===== config.mk =====
export PLATFORM = sky130hd
export DESIGN_NAME = ps2_key_event_decoder
export DESIGN_NICKNAME = d
export VERILOG_FILES = /design/src/rtl/ps2_scancode_pkg.sv /design/src/rtl/key_event_fifo.sv /design/src/rtl/ps2_key_event_decoder.sv
export SDC_FILE = /design/constraint.sdc
export NUM_CORES = 1
export LEC_CHECK = 0
export ABC_AREA = 0
export CAP_MARGIN = 10
export CORE_MARGIN = 4
export CORE_UTILIZATION = 30
export DETAILED_ROUTE_END_ITERATION = 8
export HOLD_SLACK_MARGIN = 0.1
export REMOVE_ABC_BUFFERS = 1
export SLEW_MARGIN = 20
export SYNTH_ARGS = -nofsm -noshare
export SYNTH_HDL_FRONTEND = slang
export SYNTH_SLANG_ARGS = --single-unit

===== constraint.sdc =====
create_clock -name clock -period 4.03 [get_ports clock]
set_input_delay 0.806 -clock clock [delete_from_list [all_inputs] [get_ports clock]]
set_output_delay 0.806 -clock clock [all_outputs]
set_load 0.02 [all_outputs]

===== src/rtl/ps2_scancode_pkg.sv =====
`default_nettype none
// +----------------------------------------------------------------------+
// | Module : ps2_scancode_pkg                                            |
// | Brief  : PS/2 set-2 scancode constants, parser states, key width fn  |
// | Rev    : 1.0  initial release                                        |
// +----------------------------------------------------------------------+
package ps2_scancode_pkg;

  // Protocol prefix / status bytes
  localparam logic [7:0] PS2_BREAK = 8'hF0;
  localparam logic [7:0] PS2_EXT   = 8'hE0;
  localparam logic [7:0] PS2_BAT   = 8'hAA;

  // Make codes of the default game keys
  localparam logic [7:0] PS2_KEY_Z = 8'h1A;
  localparam logic [7:0] PS2_KEY_X = 8'h22;
  localparam logic [7:0] PS2_KEY_C = 8'h21;
  localparam logic [7:0] PS2_KEY_V = 8'h2A;
  localparam logic [7:0] PS2_KEY_B = 8'h32;

  // Byte-sequence parser states
  typedef enum logic [1:0] {
    IDLE    = 2'd0,
    EXT     = 2'd1,
    BRK     = 2'd2,
    EXT_BRK = 2'd3
  } parser_state_e;

  // Width of a key index; never below one bit so a single key still has a port
  function automatic int key_index_width(input int n);
    return (n > 1) ? $clog2(n) : 1;
  endfunction

endpackage
`default_nettype wire


===== src/rtl/key_event_fifo.sv =====
`default_nettype none
// +----------------------------------------------------------------------+
// | Module : key_event_fifo                                              |
// | Brief  : Registered event queue, count-based full/empty, sticky      |
// |          overflow flag; no write-to-read bypass                       |
// | Rev    : 1.0  initial release                                        |
// +----------------------------------------------------------------------+
module key_event_fifo #(
  parameter int WIDTH = 4,
  parameter int DEPTH = 4
) (
  input  logic             clock,
  input  logic             reset,
  input  logic             push,
  input  logic [WIDTH-1:0] push_data,
  input  logic             pop,
  output logic [WIDTH-1:0] pop_data,
  output logic             valid,
  output logic             overflow
);

  localparam int AW = $clog2(DEPTH);

  logic [WIDTH-1:0] r_mem [DEPTH];
  logic [AW-1:0]    r_wr_ptr;
  logic [AW-1:0]    r_rd_ptr;
  logic [AW:0]      r_count;
  logic             r_overflow;

  logic w_empty;
  logic w_full;
  logic w_do_pop;
  logic w_do_push;

  assign w_empty   = (r_count == '0);
  assign w_full    = (r_count == (AW+1)'(DEPTH));
  // A pop frees a slot in the same cycle, so a push into a full queue still lands
  assign w_do_pop  = pop & ~w_empty;
  assign w_do_push = push & (~w_full | w_do_pop);

  // Storage write; contents need no reset because the output is gated by empty
  always_ff @(posedge clock) begin
    if (w_do_push) begin
      r_mem[r_wr_ptr] <= push_data;
    end
  end

  // Pointers, occupancy and sticky overflow
  always_ff @(posedge clock) begin
    if (reset) begin
      r_wr_ptr   <= '0;
      r_rd_ptr   <= '0;
      r_count    <= '0;
      r_overflow <= 1'b0;
    end else begin
      if (w_do_push) r_wr_ptr <= r_wr_ptr + 1'b1;
      if (w_do_pop)  r_rd_ptr <= r_rd_ptr + 1'b1;
      case ({w_do_push, w_do_pop})
        2'b10:   r_count <= r_count + 1'b1;
        2'b01:   r_count <= r_count - 1'b1;
        default: r_count <= r_count;
      endcase
      if (push & ~w_do_push) r_overflow <= 1'b1;
    end
  end

  assign valid    = ~w_empty;
  assign pop_data = w_empty ? '0 : r_mem[r_rd_ptr];
  assign overflow = r_overflow;

endmodule
`default_nettype wire


===== src/rtl/ps2_key_event_decoder.sv =====
`default_nettype none
// +----------------------------------------------------------------------+
// | Module : ps2_key_event_decoder                                       |
// | Brief  : PS/2 byte-stream parser, held-key mask, typematic filter,   |
// |          make/break event queue and legacy priority code             |
// | Rev    : 1.0  initial release                                        |
// +----------------------------------------------------------------------+
module ps2_key_event_decoder
  import ps2_scancode_pkg::*;
#(
  parameter int                  NUM_KEYS   = 5,
  parameter logic [NUM_KEYS*8-1:0] KEY_CODES = {PS2_KEY_B, PS2_KEY_V, PS2_KEY_C,
                                                PS2_KEY_X, PS2_KEY_Z},
  parameter int                  FIFO_DEPTH = 4,
  localparam int                 KEY_W      = key_index_width(NUM_KEYS)
) (
  input  logic                clock,
  input  logic                reset,
  input  logic [7:0]          rx_data,
  input  logic                rx_valid,
  output logic [NUM_KEYS-1:0] key_held,
  output logic                any_held,
  output logic [KEY_W:0]      priority_code,
  output logic                evt_valid,
  output logic [KEY_W-1:0]    evt_key,
  output logic                evt_make,
  input  logic                evt_ready,
  output logic                overflow
);

  parser_state_e       r_state;
  parser_state_e       w_state_next;
  logic [NUM_KEYS-1:0] r_key_held;
  logic [NUM_KEYS-1:0] w_held_next;
  logic                w_match;
  logic [KEY_W-1:0]    w_match_idx;
  logic                w_do_make;
  logic                w_do_break;
  logic                w_push;
  logic                w_push_make;
  logic [KEY_W:0]      w_prio;
  logic [KEY_W:0]      w_evt_data;

  // Map the incoming byte to the lowest key index carrying that make code
  always_comb begin
    w_match     = 1'b0;
    w_match_idx = '0;
    for (int i = NUM_KEYS - 1; i >= 0; i--) begin
      if (KEY_CODES[8*i +: 8] == rx_data) begin
        w_match     = 1'b1;
        w_match_idx = KEY_W'(i);
      end
    end
  end

  // Parser state register
  always_ff @(posedge clock) begin
    if (reset) r_state <= IDLE;
    else       r_state <= w_state_next;
  end

  // Parser next state; extended sequences are consumed but never mapped
  always_comb begin
    w_state_next = r_state;
    w_do_make    = 1'b0;
    w_do_break   = 1'b0;
    if (rx_valid) begin
      case (r_state)
        IDLE: begin
          if (rx_data == PS2_EXT)        w_state_next = EXT;
          else if (rx_data == PS2_BREAK) w_state_next = BRK;
          else                           w_do_make    = 1'b1;
        end
        EXT: begin
          if (rx_data == PS2_BREAK) w_state_next = EXT_BRK;
          else                      w_state_next = IDLE;
        end
        BRK: begin
          w_do_break   = 1'b1;
          w_state_next = IDLE;
        end
        EXT_BRK: w_state_next = IDLE;
        default: w_state_next = IDLE;
      endcase
    end
  end

  // Held-mask update and event generation; repeats and stray breaks are silent
  always_comb begin
    w_held_next = r_key_held;
    w_push      = 1'b0;
    w_push_make = 1'b0;
    if (w_do_make && w_match && !r_key_held[w_match_idx]) begin
      w_held_next[w_match_idx] = 1'b1;
      w_push                   = 1'b1;
      w_push_make              = 1'b1;
    end else if (w_do_break && w_match && r_key_held[w_match_idx]) begin
      w_held_next[w_match_idx] = 1'b0;
      w_push                   = 1'b1;
    end
  end

  // Held-mask register; updates even when the event queue drops the event
  always_ff @(posedge clock) begin
    if (reset) r_key_held <= '0;
    else       r_key_held <= w_held_next;
  end

  // Legacy priority code: lowest held index plus one, zero when idle
  always_comb begin
    w_prio = '0;
    for (int i = NUM_KEYS - 1; i >= 0; i--) begin
      if (r_key_held[i]) w_prio = (KEY_W+1)'(i + 1);
    end
  end

  key_event_fifo #(
    .WIDTH (KEY_W + 1),
    .DEPTH (FIFO_DEPTH)
  ) u_fifo (
    .clock     (clock),
    .reset     (reset),
    .push      (w_push),
    .push_data ({w_match_idx, w_push_make}),
    .pop       (evt_ready),
    .pop_data  (w_evt_data),
    .valid     (evt_valid),
    .overflow  (overflow)
  );

  assign key_held      = r_key_held;
  assign any_held      = |r_key_held;
  assign priority_code = w_prio;
  assign evt_key       = w_evt_data[KEY_W:1];
  assign evt_make      = w_evt_data[0];

endmodule
`default_nettype wire


Word level (Yosys, flattened, before mapping)
Memory sizes are Yosys's and may differ from the RTL's. A register that Yosys moved wholly into a read port is not among the register bits.
Cells that the tools add are included.
Widths: inputs -> output; s select.
Operators by class
  $add $sub $neg: 4
  equality and inequality tests: 14
  mux-type cells: 40
  reduce and logical (&&, ||, !) cells: 13
  bitwise logic cells: 10
  $lt $le $gt $ge: 2
Operators with widths (number)
  $eq 6x8->1 const A: 4
  $mux 4: 5
  $mux 1: 18
  $mux 3: 6
  $eq 8x8->1 const B: 2
  $mux 2: 5
  $mux 5: 2
  $eq 5x8->1 const A: 1
  $eq 2x2->1 const B: 3
  $pmux 2 s3: 1
  $pmux 3 s2: 1
  $and 5x5->5: 1
  $logic_and 1x1->1: 5
  $not 5->5: 1
  $or 5x5->5: 1
  $reduce_or 5->1: 1
  $add 2x1->2 const B: 2
  $eq 2x1->1 const B: 2
  $lt 3x4->1 const B: 1
  $reduce_bool 2->1: 2
  $add 3x1->3 const B: 1
  $and 1x1->1: 3
  $bmux 1 s3: 1
  $demux 1 s3: 1
  11 further kinds: 13
Word-level totals
  input port bits: 12
  word-level logic and storage cells: 90
  RAM bits: 16
  output and inout port bits: 16
  memories: 1
  register bits: 15
Memories
  u_fifo.r_mem: depth 4, width 4, rd ports 1, clocked after memory_dff 1, write ports 1, RTL line key_event_fifo.sv:24  | logic [WIDTH-1:0] r_mem [DEPTH];

Depth between registers and ports, before layout
Gate-level depths: netlist (run 1).
  depth in word-level cells: 14
  gate-level depth with buffers: 12
  mapped depth without buffers: 11

Modules after synthesis
Synthesis (run 1) repeated with hierarchy kept, for this count alone.
Second synthesis, totals
  cells, all modules: 166
  area total of the unflattened synthesis: 1751.7 µm²
By module, submodules not included
  key_event_fifo: seq. area each 680.7 µm², area each 1128.6 µm², cells each 81, instances 1
  ps2_key_event_decoder: seq. area each 140.1 µm², area each 623.1 µm², cells each 85, instances 1

Worst setup path after synthesis (run 1)
OpenSTA, ideal clock, no wires.
  path type: input to register
  start point: input port rx_data[7]
  end point: register u_fifo.r_count[2]
  stages: 11
  arrival: 3.313 ns
  setup slack: 0.647 ns
  buffers on the path: 1
  library setup time: 0.071 ns
  cell sequence: or4b_1 > buf_2 > or3_1 > o221a_2 > mux2_4 > ha_1 > inv_1 > fa_1 > xor2_1 > or3_1 > a21oi_1
Between the ends
  word-level cells in the longest chain between the ends: 14
  elaborated cells on any way between the ends: 35
Ends and longest elaborated chain
  from (decl): RTL line ps2_key_event_decoder.sv:19  | input logic [7:0] rx_data,
  $eq 6x8->1: RTL line ps2_key_event_decoder.sv:49  | if (KEY_CODES[8*i +: 8] == rx_data) begin
  $mux 3 (5 in a row): RTL line ps2_key_event_decoder.sv:49
  $bmux 1 s3: RTL line ps2_key_event_decoder.sv:93, ps2_key_event_decoder.sv:97
  $mux 1 (implied by the code): RTL line ps2_key_event_decoder.sv:93, ps2_key_event_decoder.sv:97
  $logic_and 1x1->1 / $logic_not 1->1 (equally long branches): RTL line ps2_key_event_decoder.sv:97, ps2_key_event_decoder.sv:93
  $mux 1 / $logic_and 1x1->1 (equally long branches): RTL line ps2_key_event_decoder.sv:97, ps2_key_event_decoder.sv:93
  $mux 1 *: RTL line ps2_key_event_decoder.sv:93  | if (w_do_make && w_match && !r_key_held[w_match_idx]) begin
  $and 1x1->1 *: RTL line key_event_fifo.sv:39  | assign w_do_push = push & (~w_full | w_do_pop);
  $eq 2x1->1 / $eq 2x2->1 (equally long branches): RTL line key_event_fifo.sv:58  | case ({w_do_push, w_do_pop})
  $pmux 3 s2 / $reduce_bool 2->1 (equally long branches)
  to (signal assigned): RTL line key_event_fifo.sv:59  | 2'b10: r_count <= r_count + 1'b1;
  to (signal assigned): RTL line key_event_fifo.sv:60  | 2'b01: r_count <= r_count - 1'b1;
  to (signal assigned): RTL line key_event_fifo.sv:61  | default: r_count <= r_count;
  to (decl): RTL line key_event_fifo.sv:27  | logic [AW:0] r_count;
Mark *: on every way between the ends. The rest lies on a longest branch, timed or not. The select of a mux whose other input is x is not followed.
A chain may end at the register's enable or synchronous reset.

Worst setup path in the final report (run 1)
  start point: input port rx_data[5]
  end point: register u_fifo.r_count[2]
The elaborated chain is that of the path after synthesis.

==> summary.txt, run 1 <==
Setup WS post-layout - 371.1 ps
Final HPWL DP - 2.815 mm
Setup TNS Final - 0 ps
initial antenna violation count - 0
clk buf depth - 2
# IOs - 28
worst-margin pin slew - 678.9 ps
Crit. End Element - register
status - finished clean
commonest non-fill, non-tap cell in the layout - clkdlybuf4s50_1
buffers and inverters on the worst path - 2
standard-cell rows - 27
YS warnings - 0
crit-path max FO - 6
Post-Synth Adder-Cell Area - 4.615%
flops & latches, synth - 33
Synth Area in Compound Gates - 11.33%
reg2reg end - u_fifo.r_count[2]
Core Area - 5642 sq um
Synth Instances - 181
clk sinks - 33
cell count of the worst reg-to-reg path - 9
fin. max-slew vios - 0
ANT cells - 0
Post-synth ARST share - 0%
final setup fails - 0
worst slack, placed - 84.28 ps
max-cap violations - 0
Clk Latency, worst-skew pair - 280 ps
Die W - 85.23 microns
CTS Buf Count - 5
CTS Root Cell - clkbuf_8
WP data required - 4250 ps
Area Growth Syn to Fin - 25.66%
1st-iter DRT viols - 39
drt total wl - 3.568 mm
Synth Cell Area - 1789 sq um
initial core utilization - 31.71%
Final min period - 3659 ps
CTS tree - yes
layout cell share with drive strength beyond 1 - 12.09%
Vias/cell - 4.812
Leak - 0.0008114 uW
HP Class - reg -> reg
proportion of synthesized area in mux cells - 8.392%
Pre-Repair DR Iteration Count - 4
worst vdd ir - 0.0001177 V
CP Capture Point - u_fifo.r_count[2]
Via Count - 1381
Final Hold Viols - 0
r2r setup slk - 1330 ps
antenna-violating nets left - 0
Critical Path AT - 3870 ps
Post-synth EDFFs - 16
max_slew headroom - 54.39%
final period utilization - 90.79%
clock skew - 5.663 ps
drt drc - 0
sequential element share of the synthesized area - 45.87%
post-CTS resize count - 0
area of the die - 7263 sq um
Total Routing Usage GR - 10.52%
CP most frequent cell - or3_1
Post-Layout Cell Count - 287
Primary FF master, synth - dfxtp_1
simple-gate area share of the yosys netlist - 22.17%
crit path kind - in -> reg
FF-to-FF Start - u_fifo.r_count[0]
commonest non-fill, non-tap cells in the layout - 26 x clkdlybuf4s50_1, 24 x nor2_1, 17 x dfxtp_1
unrepaired setup endpoints after global routing - false
crit path cell chain - clkdlybuf4s50_1 -> or4b_1 -> or3_1 -> o221a_2 -> mux2_4 -> ha_1 -> inv_1 -> fa_1 -> xor2_1 -> or3_1 -> a21oi_1
post-layout util - 39.85%
largest net degree at the start of global routing - 17
Clock Pin Slew Worst Setup and Hold Paths - 70 ps
Setup crit start kind - primary input
Top Family by Delay on Critical Path - simple AND/OR/NAND/NOR gates
vias in the first global route - 1313
setup repair bufs after CTS - 0
Avg Cell Area, Syn - 9.885 sq um
XOR/XNOR share of the synthesized area - 1.958%
largest family of logic cells by synthesized area - simple AND/OR/NAND/NOR gates
FMAX - 273.3 MHz
PortBufs - 26
first-pass GRT wire length - 6.175 mm
htree depth - 2
Final nets - 232
Slowest cell on crit path - or4b_1
Die Ht - 85.23 microns
Yosys cell types - 48
cts hold-fix bufs - 0
total placed cells including tap cells - 279
routability cong. - 0.7805
max incr delay on CP - 550 ps
critical path startpoint - rx_data[5]
Routed WL per cell - 12.43 microns
PD cells - 297.8 nW/um^2
critical path depth - 11
gr ovfl total - 0
## worst min path at each step
| stage | start | endpoint | slack [ps] | cells past startpoint |
|---|---|---|---|---|
| finish | r_state[0] | r_state[0] | 480 | 2 |
| floorplan | r_state[0] | r_state[0] | 440 | 2 |
| detailed placement | r_state[0] | r_state[0] | 470 | 2 |
| CTS | r_state[0] | r_state[0] | 480 | 2 |
| global placement | r_state[0] | r_state[0] | 470 | 2 |
| global route | r_state[0] | r_state[0] | 510 | 2 |
## cell usage after synthesis (all sizes together) (2+ instances only)
cell    count  area share, %
inv        13            2.7
a22oi       2           0.84
nor2       24            5.0
and2        6            2.1
a31oi       4            1.4
nor3b       4            1.7
nand3       7            2.0
edfxtp     16             27
o21ai       4            1.1
mux4        4            5.0
mux2i       3            1.7
or4b        2            1.1
clkbuf      6            1.3
nand2      12            2.5
dfxtp      17             19
ha          5            3.5
nor2b       4            1.4
nand4       2           0.70
nor3        3           0.84
mux2        2            1.7
a21oi       9            2.5
xor2        3            1.5
nor4bb      2            1.1
buf         4            1.4
or3         3            1.0
## metal layers
layer / vias to the layer above / global-route usage [%] / wire, microns
li1: 706 / - / -
met1: 638 / 13.30 / 1637
met2: 31 / 17.16 / 1703
met3: 6 / 2.816 / 167
met4: 0 / 3.885 / 59
met5: - / 0 / 0
## worst min-delay path: cells and delay by family (launching register included)
kind            cells  cell delay (ps)
simple gates        1               60
flops               1              320
compound gates      1               50
## area by class of cell
cell class	count	area, sq um
fillers	558	3393
multi-input cells	125	870.8
flip-flops and latches	33	820.8
repair buffers	36	335.3
well taps	72	90.09
clock buffers	6	72.57
inverters	13	48.80
clock inverters	2	10.01
## cell families after synthesis
group / after synthesis
AND/OR/NAND/NOR: 75
AO/OA/AOI/OAI: 30
multiplexers: 9
buffers and inverters: 23
XOR/XNOR: 4
other: 1
flip-flops: 33
adder cells (fa/ha/maj): 6
## per-stage QoR
step / hold WS (ps) / power [uW] / area (sq um)
after global placement: 470.1 / 446.5 / 2166
after CTS: 482.2 / 678.4 / 2248
after floorplan: 439.8 / 402.2 / 1740
after global routing: 509.7 / 702.0 / 2248
after detailed placement: 472.7 / 447.1 / 2166
final: 480.1 / 669.5 / 2248
## report_power, final
| group | total, uW | internal (uW) | switching (uW) |
|---|---|---|---|
| sequential | 355 | 352 | 3.70 |
| combinational | 84.1 | 42.3 | 41.8 |
| clock | 230 | 119 | 111 |
| total | 670 | 513 | 156 |
No activity file was read; power rests on OpenSTA's default activity.
==> run 2, diff against run 1 <==
- CORE_ASPECT_RATIO: not set -> 2
- SETUP_SLACK_MARGIN: not set -> 0.2
==> run 2 against run 1 <==
Against the previous run:
- first-iteration DRC count is 44% lower
- sequential share of layout area down 0.85 points
- clock power is 53% higher
- largest power group unchanged
- final area increased by 2.4%
- core utilization increased by 0.13 points
- final cell count down 3.5%
- largest cell class unchanged
- register-to-register slack worse by 20 ps
- flip-flop and latch count is the same
- global-route usage increased by 0.78 points
- clock skew decreased by 3.6 ps
==> summary.txt, run 2 (same netlist as run 1, synthesis figures left out) <==
status - finished clean
clock share of power - 44.5%
clock skew - 2.032 ps
Pre-Repair DR Iteration Count - 4
Area Growth Syn to Fin - 28.67%
area of the die - 7338 sq um
PD cells - 344.9 nW/um^2
CTS tree - yes
Final min period - 3625 ps
final setup fails - 0
FMAX - 275.8 MHz
Final nets - 233
Setup crit start kind - primary input
drt drc - 0
Total Routing Usage GR - 11.30%
placed inst area - 2160 sq um
post-CTS resize count - 0
Pwr Total - 794.0 uW
1st-iter DRT viols - 22
WP data required - 4230 ps
fin. max-slew vios - 0
Met2 Wirelength - 2.498 mm
Final Cell Area - 2302 sq um
largest net degree at the start of global routing - 17
htree depth - 2
Leak - 0.0008441 uW
max_slew headroom - 57.25%
Switch Pwr - 172.9 uW
setup repair bufs after CTS - 0
CTS Buf Count - 5
HP Class - reg -> reg
worst vdd ir - 0.0001506 V
first-pass GRT wire length - 6.430 mm
vias in the first global route - 1357
standard-cell rows - 39
routability cong. - 0.8669
Vias/cell - 5.036
crit path kind - in -> reg
total placed cells including tap cells - 269
Final Hold Viols - 0
# IOs - 28
cts hold-fix bufs - 0
gr ovfl total - 0
Clk Latency, worst-skew pair - 270 ps
Crit. End Element - register
internal power - 621.2 uW
max-cap violations - 0
clk sinks - 33
met3 WL - 100 microns
Die W - 62.61 microns
Seq pwr share - 44.8%
drt total wl - 3.978 mm
antenna-violating nets left - 0
final period utilization - 89.96%
worst-margin pin slew - 636.4 ps
initial antenna violation count - 0
PortBufs - 26
unrepaired setup endpoints after global routing - false
Routed WL per cell - 14.36 microns
initial core utilization - 31.07%
Net Sw Frac - 21.77%
Post-Layout Cell Count - 277
Final HPWL DP - 3.281 mm
CTS Root Cell - clkbuf_16
max layer used - met4
layout cell share with drive strength beyond 1 - 12.96%
Critical Path AT - 3830 ps
Setup TNS Final - 0 ps
crit-path max FO - 6
Via Count - 1395
commonest non-fill, non-tap cells in the layout - 26 x clkdlybuf4s50_1, 24 x nor2_1, 17 x dfxtp_1
commonest non-fill, non-tap cell in the layout - clkdlybuf4s50_1
Comb pwr share - 10.7%
clk buf depth - 2
Metal-1 WL - 1.302 mm
Die Ht - 117.2 microns
Clock Pin Slew Worst Setup and Hold Paths - 50 ps
Core Area - 5758 sq um
ANT cells - 0
run 2: cell count changes in the layout (fill, tap and decap cells not counted):
cell / before / now
or4b_1: 1 / 0
clkbuf_16: 0 / 5
or4b_4: 0 / 1
clkbuf_8: 5 / 0
buf_4: 10 / 11
run 2: metrics by stage:
step	worst slack, ps	hold WS [ps]	util (%)
2_1_floorplan	503.3	439.8	-
3_3_place_gp	187.6	475.4	37.51
3_5_place_dp	79.57	478.0	37.51
4_1_cts	354.6	494.6	39.92
5_1_grt	265.6	540.3	39.98
6_report	404.7	485.4	39.98
run 2: area by class of cell:
type	count	area, sq um
Multi-Input combinational cell	125	874.6
Sequential cell	33	820.8
Clock inverter	2	10.01
Timing Repair Buffer	37	342.8
Fill cell	589	3456
Clock buffer	6	128.9
Tap cell	61	76.32
Inverter	13	48.80
run 2: path summary, 6_finish.rpt:
| kind | startpoint | endpoint | slack, ps | cells after the start |
|---|---|---|---|---|
| worst min register to register | u_fifo.overflow | u_fifo.overflow | 490 | 1 |
| worst max register to register | u_fifo.r_count[0] | u_fifo.r_count[2] | 1310 | 9 |
| worst min-delay path | u_fifo.overflow | u_fifo.overflow | 490 | 1 |
| worst max-delay path | rx_data[5] | u_fifo.r_count[2] | 400 | 11 |
run 2: worst max-delay path, cell delays in order:
cell	delay (ps)
clkdlybuf4s50_1	510
or4b_4	510
or3_1	360
o221a_2	150
mux2_4	250
ha_1	190
inv_1	60
fa_1	370
xor2_1	160
or3_1	300
a21oi_1	150
run 2: power groups by stage:
| stage | Clock (uW) | Sequential (uW) | Combinational, uW |
|---|---|---|---|
| 6_report | 353 | 356 | 85.0 |
| 5_1_grt | 375 | 356 | 91.8 |
| 4_1_cts | 359 | 356 | 85.9 |
| 3_5_place_dp | 0 | 363 | 85.7 |
| 3_3_place_gp | 0 | 363 | 85.6 |
| 2_1_floorplan | 0 | 365 | 37.6 |
run 2: metal layers:
metal	vias to the layer above	GRT usage, %
met5	-	0
li1	711	-
met3	5	1.624
met1	660	9.184
met4	0	5.310
met2	19	25.11
==> run 3, diff against run 2 <==
- CORE_UTILIZATION: 30 -> 53
- PLACE_DENSITY: not set -> 0.79
==> run 3 against run 2 <==
Against the previous run:
- sequential power about the same
- die area is 40% lower
- critical endpoint unchanged
- largest power group unchanged
- routed wire length rose by 1.6%
- combinational power about the same
- largest cell class unchanged
==> summary.txt, run 3 (same netlist as run 1, synthesis figures left out) <==
Final min period - 3701 ps
WP data required - 4230 ps
setup repair bufs after CTS - 0
gr ovfl total - 0
reg2reg end - u_fifo.r_count[2]
commonest non-fill, non-tap cells in the layout - 26 x clkdlybuf4s50_1, 23 x nor2_1, 17 x dfxtp_1
Final Hold Viols - 0
clk buf depth - 2
Vias/cell - 6.135
Routed WL per cell - 16.57 microns
Setup WS post-layout - 329.3 ps
unrepaired setup endpoints after global routing - false
vias in the first global route - 1553
Area Growth Syn to Fin - 22.80%
Leak - 0.0008074 uW
initial antenna violation count - 0
initial core utilization - 55.40%
htree depth - 2
status - finished clean
placed inst area - 2100 sq um
Net Sw Frac - 23.19%
ANT cells - 0
max incr delay on CP - 520 ps
hold depth - 2
CTS tree - yes
CTS Buf Count - 5
Pre-Repair DR Iteration Count - 4
Total Routing Usage GR - 19.07%
Fill cells - 247
Clk Latency, worst-skew pair - 280 ps
crit-path max FO - 6
routability cong. - 0.9057
worst-margin pin slew - 594.4 ps
Slowest cell on crit path - clkdlybuf4s50_1
critical path startpoint - rx_data[5]
Setup crit start kind - primary input
1st-iter DRT viols - 43
CP Capture Point - u_fifo.r_count[2]
Final Cell Area - 2197 sq um
internal power - 528.6 uW
PD cells - 313.2 nW/um^2
clk sinks - 33
layout cell share with drive strength beyond 1 - 12.21%
clock share of power - 36.0%
Post-Layout Cell Count - 244
worst vdd ir - 0.0002271 V
Switch Pwr - 159.6 uW
Final nets - 230
crit path kind - in -> reg
cts hold-fix bufs - 0
FMAX - 270.2 MHz
Critical Path AT - 3900 ps
first-pass GRT wire length - 6.651 mm
total placed cells including tap cells - 236
Die Ht - 90.17 microns
cell count of the worst reg-to-reg path - 9
PortBufs - 26
final setup fails - 0
CTS Root Cell - clkbuf_8
drt total wl - 4.042 mm
HP Start - r_state[0]
antenna-violating nets left - 0
crit path cell chain - clkdlybuf4s50_1 -> or4b_4 -> nor2_2 -> nand2_1 -> o221a_2 -> mux2_4 -> ha_1 -> inv_1 -> fa_1 -> xor2_1 -> or3_1 -> a21oi_1
clock skew - 6.485 ps
Seq pwr share - 51.6%
Final HPWL DP - 3.189 mm
Pwr Total - 688.2 uW
Die W - 49.09 microns
area of the die - 4426 sq um
Core Area - 3229 sq um
worst slack, placed - -7.227 ps
Via Count - 1497
final period utilization - 91.83%
max-cap violations - 0
# IOs - 28
commonest non-fill, non-tap cell in the layout - clkdlybuf4s50_1
fin. max-slew vios - 0
largest net degree at the start of global routing - 17
max_slew headroom - 60.07%
Comb pwr share - 12.4%
FF-to-FF Start - u_fifo.r_count[0]
HP Class - reg -> reg
Clock Pin Slew Worst Setup and Hold Paths - 60 ps
drt drc - 0
r2r setup slk - 1230 ps
standard-cell rows - 29
Crit. End Element - register
==> run 3: cell count changes in the layout (fill, tap and decap cells not counted), sizes merged <==
| cell | before | now |
|---|---|---|
| buf | 11 | 8 |
==> run 3: per-layer routing <==
layer  up-vias  track usage (%)  part of all wire [%]
met5         -                0                     0
met4         0            8.314                   3.2
met3        17            2.980                   4.6
met2        60            38.68                    58
met1       710            17.18                    34
li1        710                -                     -
==> run 3: timing repair <==
| item | 4_1_cts | 5_1_grt |
|---|---|---|
| resized for setup | 0 | 2 |
| endpoints found under the hold margin | 0 | 0 |
| setup endpoints to repair | 0 | 1 |
==> run 3: critical path: cells and delay by family <==
kind / cells / cell delay (ps)
multiplexers: 1 / 250
adder cells (fa/ha/maj): 2 / 570
buffers and inverters: 2 / 590
XOR/XNOR: 1 / 160
AO/OA/AOI/OAI: 2 / 440
AND/OR/NAND/NOR: 4 / 1090
==> run 3: power by group through the flow <==
stage                     Combinational [uW]  Clock, uW  Sequential, uW
after floorplan                         37.6          0             365
after global placement                  81.9          0             363
after detailed placement                83.7          0             363
after CTS                               84.2        250             355
after global routing                    90.5        267             356
final                                   85.1        248             355
==> run 3: stage by stage <==
step | setup TNS (ps) | util, % | hold WS, ps
after floorplan | 0 | - | 439.8
after global placement | 0 | 65.01 | 465.4
after detailed placement | -7.227 | 65.01 | 473.5
after global routing | 0 | 68.04 | 502.1
after CTS | 0 | 67.84 | 480.8
final | 0 | 68.04 | 477.9
==> run 3: final cells by class <==
class | count | area (sq um) | share of cell area [%]
multi-input cells | 125 | 877.1 | 39.92
flip-flops and latches | 33 | 820.8 | 37.36
repair buffers | 34 | 320.3 | 14.58
clock buffers | 6 | 82.58 | 3.759
inverters | 13 | 48.80 | 2.221
well taps | 31 | 38.79 | 1.765
clock inverters | 2 | 8.758 | 0.3986
==> run 3: worst min path at each step <==
stage / to / slack, ps
6_report: r_state[0] / 480
5_1_grt: r_state[0] / 500
4_1_cts: r_state[0] / 480
3_5_place_dp: r_state[0] / 470
3_3_place_gp: u_fifo.overflow / 470
2_1_floorplan: r_state[0] / 440
